[config.mk]
export PLATFORM = sky130hd
export DESIGN_NAME = ripple_count_sampler
export DESIGN_NICKNAME = d
export VERILOG_FILES = /design/src/rtl/ripple_count_sampler.sv
export SDC_FILE = /design/constraint.sdc
export NUM_CORES = 1
export LEC_CHECK = 0
export BUFFER_PORTS_ARGS = -buffer_cell sky130_fd_sc_hd__buf_2
export CORE_MARGIN = 10
export CORE_UTILIZATION = 45
export CTS_BUF_LIST = sky130_fd_sc_hd__clkbuf_8 sky130_fd_sc_hd__clkbuf_16
export CTS_CLUSTER_SIZE = 28
export DETAILED_ROUTE_END_ITERATION = 8
export HOLD_SLACK_MARGIN = 0.05
export PLACE_DENSITY = 0.65
export SLEW_MARGIN = 0
export SYNTH_ARGS = -nofsm -noshare
export SYNTH_HDL_FRONTEND = slang
export SYNTH_SLANG_ARGS = --single-unit
[constraint.sdc]
create_clock -name Clk -period 2.4 [get_ports Clk]
set_input_delay 0.36 -clock Clk [delete_from_list [all_inputs] [get_ports Clk]]
set_output_delay 0.36 -clock Clk [all_outputs]
set_load 0.02 [all_outputs]
[src/rtl/ripple_count_sampler.sv]
// Brings an asynchronous ripple counter's count bus into the Clk domain and
// publishes only settled values, flagging direction, wrap-around and illegal jumps.
module ripple_count_sampler #(
  parameter int WIDTH         = 4,
  parameter int SYNC_STAGES   = 2,
  parameter int STABLE_CYCLES = 2
) (
  input  logic             Clk,
  input  logic             rst,
  input  logic             en,
  input  logic             err_clr,
  input  logic [WIDTH-1:0] count_in,
  output logic [WIDTH-1:0] count_out,
  output logic             valid,
  output logic             dir,
  output logic             wrap,
  output logic             step_err
);

  // state | meaning
  // INIT  | waiting for a settled value to prime count_out; no pulses
  // TRACK | accepting settled changes, reporting dir / wrap / step_err
  typedef enum logic {INIT, TRACK} state_t;

  localparam int SCW = (STABLE_CYCLES > 1) ? $clog2(STABLE_CYCLES) : 1;
  localparam logic [SCW-1:0]   STAB_MAX = SCW'(STABLE_CYCLES - 1);
  localparam logic [WIDTH-1:0] MAXV     = '1;
  localparam logic [WIDTH-1:0] ONE      = WIDTH'(1);

  logic [SYNC_STAGES-1:0][WIDTH-1:0] sync_q;
  logic [WIDTH-1:0] s;
  logic [WIDTH-1:0] cand;
  logic [SCW-1:0]   stab_cnt;
  logic             stable;
  logic [WIDTH-1:0] delta;
  state_t           state;

  always_ff @(posedge Clk or posedge rst) begin
    if (rst) sync_q <= '0;
    else     sync_q <= {sync_q[SYNC_STAGES-2:0], count_in};
  end

  assign s = sync_q[SYNC_STAGES-1];

  // Any disagreement restarts the stability run on the new value
  always_ff @(posedge Clk or posedge rst) begin
    if (rst) begin
      cand     <= '0;
      stab_cnt <= '0;
    end else if (s != cand) begin
      cand     <= s;
      stab_cnt <= '0;
    end else if (stab_cnt != STAB_MAX) begin
      stab_cnt <= stab_cnt + 1'b1;
    end
  end

  assign stable = (s == cand) && (stab_cnt == STAB_MAX);
  assign delta  = cand - count_out;

  always_ff @(posedge Clk or posedge rst) begin
    if (rst) begin
      state     <= INIT;
      count_out <= '0;
      valid     <= 1'b0;
      dir       <= 1'b1;
      wrap      <= 1'b0;
      step_err  <= 1'b0;
    end else begin
      valid <= 1'b0;
      wrap  <= 1'b0;
      if (err_clr) step_err <= 1'b0;
      case (state)
        INIT: begin
          if (en && stable) begin
            count_out <= cand;
            state     <= TRACK;
          end
        end
        TRACK: begin
          if (!en) begin
            state <= INIT;
          end else if (stable && (cand != count_out)) begin
            count_out <= cand;
            valid     <= 1'b1;
            // assigned after the clear so a simultaneous error wins
            if (delta == ONE)       dir      <= 1'b1;
            else if (delta == MAXV) dir      <= 1'b0;
            else                    step_err <= 1'b1;
            wrap <= ((count_out == MAXV) && (cand == '0)) ||
                    ((count_out == '0) && (cand == MAXV));
          end
        end
        default: state <= INIT;
      endcase
    end
  end

endmodule
* Word-level counts from Yosys, hierarchy flattened
Cells that the tools add are included.
** Word-level totals
- Register bits after elaboration :: 22
- Bits of input ports :: 8
- Output and inout bits :: 8
- Logic and storage cells :: 57
** Operators by class
- Add/sub/neg operators :: 2
- Equality and inequality tests :: 10
- Muxes and demuxes :: 23
- Bitwise gates (word level) :: 1
- Reductions and logical operators :: 11
** Operators by type and width (count)
- $mux W1 :: 18
- $eq A4 B4 Y1 const B :: 3
- $mux W4 :: 3
- $logic_not A4 Y1 :: 2
- $ne A4 B4 Y1 :: 2
- $pmux W4 S2 :: 1
- $logic_and A1 B1 Y1 :: 5
- $eq A4 B1 Y1 const B :: 1
- $eq A4 B4 Y1 :: 1
- $ne A2 B2 Y1 const B :: 2
- $reduce_and A4 Y1 :: 1
- $sub A4 B4 Y4 :: 1
- $reduce_and A3 Y1 :: 1
- $ne A2 B1 Y1 const B :: 1
- $pmux W1 S2 :: 1
- $reduce_bool A2 Y1 :: 1
- $add A1 B1 Y1 const B :: 1
- $logic_or A1 B1 Y1 :: 1
- $not A1 Y1 :: 1

* Depth between registers and ports, before layout
- Depth after elaboration :: 7
- Mapped depth :: 8

* Worst setup path before layout
OpenSTA, ideal clock, no wires.
- Kind :: reg-to-reg
- Start point :: register count_out[0]
- End point :: register step_err
- Data arrival time :: 1658 ps
- Data required time :: 2277 ps
- Slack :: 619 ps
- Stages on the path, launching flop included :: 7
- Buffers on the path :: 0
- Period minus slack after synthesis :: 1781 ps
- Path through :: dfrtp_1 -> ha_1 -> inv_1 -> fa_1 -> nor4_1 -> o21a_1 -> nor3_1
** Between the ends
- Cells in the longest elaborated chain, start to end :: 7
- Elaborated cells on any way between the ends :: 10
** Ends and longest elaborated chain
- from (decl) :: line 13 : output logic [WIDTH-1:0] count_out,
- from (signal assigned) :: line 76 : count_out <= cand;
- from (signal assigned) :: line 84 : count_out <= cand;
- $sub A4 B4 Y4 :: line 59 : assign delta = cand - count_out;
- $eq A4 B4 Y1 :: line 88 : else if (delta == MAXV) dir <= 1'b0;
- $mux W1 :: line 88
- $mux W1 :: line 87 : if (delta == ONE) dir <= 1'b1;
- $mux W1 (*) :: line 83 : end else if (stable && (cand != count_out)) begin
- $mux W1 (*) :: line 81 : if (!en) begin
- $mux W1 (*) :: line 73 : case (state)
- to (signal assigned) :: line 68 : step_err <= 1'b0;
- to (signal assigned) :: line 72 : if (err_clr) step_err <= 1'b0;
- to (signal assigned) :: line 89 : else step_err <= 1'b1;
- to (decl) :: line 17 : output logic step_err
Every way passes the cells marked *; elsewhere a longest branch is shown, timed or not.
A chain may end at the register's enable or synchronous reset.

* Final worst setup path
- Start point :: register cand[0]
- End point :: register step_err
** Between the ends
- Cells in the longest elaborated chain, start to end :: 7
- Elaborated cells on any way between the ends :: 12
** Ends and longest elaborated chain
- from (decl) :: line 32 : logic [WIDTH-1:0] cand;
- from (signal assigned) :: line 51 : cand <= s;
- $sub A4 B4 Y4 :: line 59
- $eq A4 B4 Y1 :: line 88
- $mux W1 :: line 88
- $mux W1 :: line 87
- $mux W1 (*) :: line 83
- $mux W1 (*) :: line 81
- $mux W1 (*) :: line 73
Marked as above.

==> impl_metrics.env <==
export IMPL_synth_mux_area_share_pct=4.44
export IMPL_ys_seq_area_share_pct=54.4
export IMPL_synth_xor_area_share_pct=6.05
export IMPL_min_period_over_period_pct=76.9
export IMPL_cpMostUsedCell="inv_1"
export IMPL_io_buffers=15
export IMPL_stdcell_count=123
export IMPL_cts_repair_resized=0
export IMPL_track_usage_pct=8.36
export IMPL_cts_tree="built"
export IMPL_ir_drop_mv=0.472
export IMPL_place_congestion=0.745
export IMPL_critPathArrivalTime_ns=2.02
export IMPL_cts_sinks=22
export IMPL_ys_types=34
export IMPL_route_vias_total=640
export IMPL_slew_headroom_pct=46.6
export IMPL_timing_setup_tns_ns=0
export IMPL_die_h_um=67.5
export IMPL_hp_start="count_in[0]"
export IMPL_r2r_end="step_err"
export IMPL_synthCells=81
export IMPL_clockRootBuffer="clkbuf_8"
export IMPL_n_fill_cell=197
export IMPL_worst_path_largest_cell_delay_ns=0.43
export IMPL_synth_area_sq_um=1010
export IMPL_fmax_ghz=0.542
export IMPL_rows=17
export IMPL_drt_wl_total_mm=1.72
export IMPL_drc=0
export IMPL_firstDrtPassIters=2
export IMPL_clock_skew_ns=0.00288
export IMPL_wl_per_cell_um=14.0
export IMPL_r2r_setup_slack_ns=0.56
export IMPL_run_status="finished, final reports clean"
export IMPL_p_total_mw=0.841
export IMPL_coreArea_sq_um=2170
export IMPL_p_leak_nw=0.546
export IMPL_cp_end_kind="flip-flop"
export IMPL_synth_top_flop_cell="dfrtp_1"
export IMPL_postSynthAreaPerCell_sq_um=12.5
export IMPL_tightest_slew_ns=0.800
export IMPL_path_max_fanout=5
export IMPL_grt_pass1_vias=678
export IMPL_path_class="reg -> reg"
export IMPL_clkTransAtPathRegs_ns=0.08
export IMPL_hold_viol=0
export IMPL_cp_required_ns=2.58
export IMPL_antenna_found_initial=0
export IMPL_postCtsSetupBuffers=0
export IMPL_synth_nets=93
export IMPL_setup_viol=0
export IMPL_dp_hpwl_mm=1.32
export IMPL_ys_ff_latch=22
export IMPL_cts_max_path_buffers=2
export IMPL_grt_max_degree=23
export IMPL_startpoint="cand[0]"
export IMPL_cp_start_kind="flip-flop"
export IMPL_cp_cell_sequence="inv_1 -> ha_1 -> inv_1 -> fa_1 -> xor2_1 -> nor4_1 -> o21a_1 -> nor3_1"
export IMPL_synth_compound_area_share_pct=6.30
export IMPL_endpoint="step_err"
export IMPL_cts_made_buffers=3
export IMPL_cts_hold_buffers_added=0
export IMPL_grt_pass1_wl_mm=2.99
export IMPL_cap_violations=0
export IMPL_synthSimpleGateAreaFrac_pct=18.3
export IMPL_io_pins=16
export IMPL_reg2reg_depth=8
export IMPL_drt_iter0_drc=47
export IMPL_drive_above_1_share_pct=30.5
export IMPL_slew_viol_final=0
export IMPL_reg2reg_from="cand[0]"
export IMPL_power_density_nw_per_um2=720
export IMPL_initial_core_util_pct=46.7
export IMPL_htree_num_levels=1
export IMPL_insertedDiodeCount=0
export IMPL_ys_warn_count=0
export IMPL_die_w_um=67.5
export IMPL_hp_class="in -> reg"
export IMPL_critPathSlowestCell="dfrtp_1"
export IMPL_synthToLayoutAreaGrowth_pct=15.3
export IMPL_rsz0062_at_grt="no"
export IMPL_synth_top_family_by_area="simple AND/OR/NAND/NOR gates"
export IMPL_placedCellCount=119
export IMPL_overflow=0
export IMPL_synth_edff_count=0
export IMPL_viasPerCell=5.20
export IMPL_synth_fa_ha_area_share_pct=5.68
export IMPL_die_area_sq_um=4550
export IMPL_synth_async_reset_ratio_pct=100
export IMPL_clkLatencyLatePin_ns=0.26
export IMPL_period_needed_ns=1.84
export IMPL_ant_nets=0
export IMPL_fin_nets=108
flip-flops by register name, indices dropped and copies added, names as in the netlist:
signal / cells
dir: 1
count_out: 4
step_err: 1
stab_cnt: 1
wrap: 1
sync_q: 4
cand: 4
state: 1
s: 4
valid: 1
cells by family after synthesis:
logic type                 after synthesis
xor gates and xnor gates                 7
buffers and inverters                   11
DFF                                     22
and+or+nand+nor                         23
muxes                                    4
adders and majority gates                4
AOI/OAI and AO/OA                       10
synthesized netlist by cell type (all sizes together) (2+ instances only):
| master | n | area, sq um |
|---|---|---|
| dfrtp | 21 | 526 |
| and4b | 2 | 21.3 |
| nor3 | 2 | 10.0 |
| nand3 | 3 | 15.0 |
| mux2 | 4 | 45.0 |
| clkbuf | 4 | 15.0 |
| nor2b | 2 | 12.5 |
| ha | 3 | 37.5 |
| inv | 6 | 22.5 |
| xor2 | 6 | 52.6 |
| nor4 | 2 | 27.5 |
| and3 | 2 | 12.5 |
| nand4 | 2 | 27.5 |
| a21oi | 5 | 25.0 |
metrics by stage:
stage	hold WS, ns	worst slack [ns]	area [sq um]	util (%)
global placement	0.335	0.615	1100	50.6
global route	0.188	0.377	1170	53.9
finish	0.198	0.555	1170	53.9
detailed placement	0.335	0.560	1100	50.6
floorplan	0.331	0.619	1010	-
CTS	0.195	0.546	1170	53.9
critical path, delay by kind of cell, from the launching register on:
| kind | cells | cell delay (ns) |
|---|---|---|
| AOI/OAI and AO/OA | 1 | 0.11 |
| buffers and inverters | 2 | 0.12 |
| adders and majority gates | 2 | 0.52 |
| and+or+nand+nor | 2 | 0.27 |
| xor gates and xnor gates | 1 | 0.31 |
| DFF | 1 | 0.43 |
power breakdown:
part / switching, mW / total (mW) / internal [mW]
logic: 0.0583 / 0.0970 / 0.0387
registers: 0.0167 / 0.404 / 0.387
clock network: 0.118 / 0.340 / 0.223
placed cells by master (no fill, tap or decap), types with 2 or more instances in the layout:
cell	count
buf_2	15
and3_1	2
xor2_1	6
nor3_1	2
clkbuf_8	3
ha_1	3
inv_1	6
nor2b_1	2
mux2_2	4
a21oi_1	5
dfrtp_1	21
nand3_1	3
layer usage:
metal | vias up | wire length, um | track usage, %
li1 | 307 | - | -
met1 | 313 | 745 | 9.24
met2 | 15 | 843 | 14.7
met5 | - | 0 | 0
met4 | 0 | 24 | 3.08
met3 | 5 | 107 | 2.64
area by class of cell:
cell class	count	area (sq um)	area share [%]
Tap cell	28	35.0	3.00
Clock buffer	3	41.3	3.53
Sequential cell	22	552	47.2
Clock inverter	1	30.0	2.57
Inverter	6	22.5	1.93
Timing Repair Buffer	15	75.1	6.42
Multi-Input combinational cell	48	413	35.3
worst min-delay path by stage:
stage	end	slack (ns)	depth (start not counted)
after floorplan	s[0]	0.33	0
after global placement	s[0]	0.33	0
after detailed placement	s[0]	0.33	0
after CTS	sync_q[0]	0.20	1
final	sync_q[0]	0.20	1
after global routing	sync_q[0]	0.19	1
No activity file was read; power rests on OpenSTA's default activity.
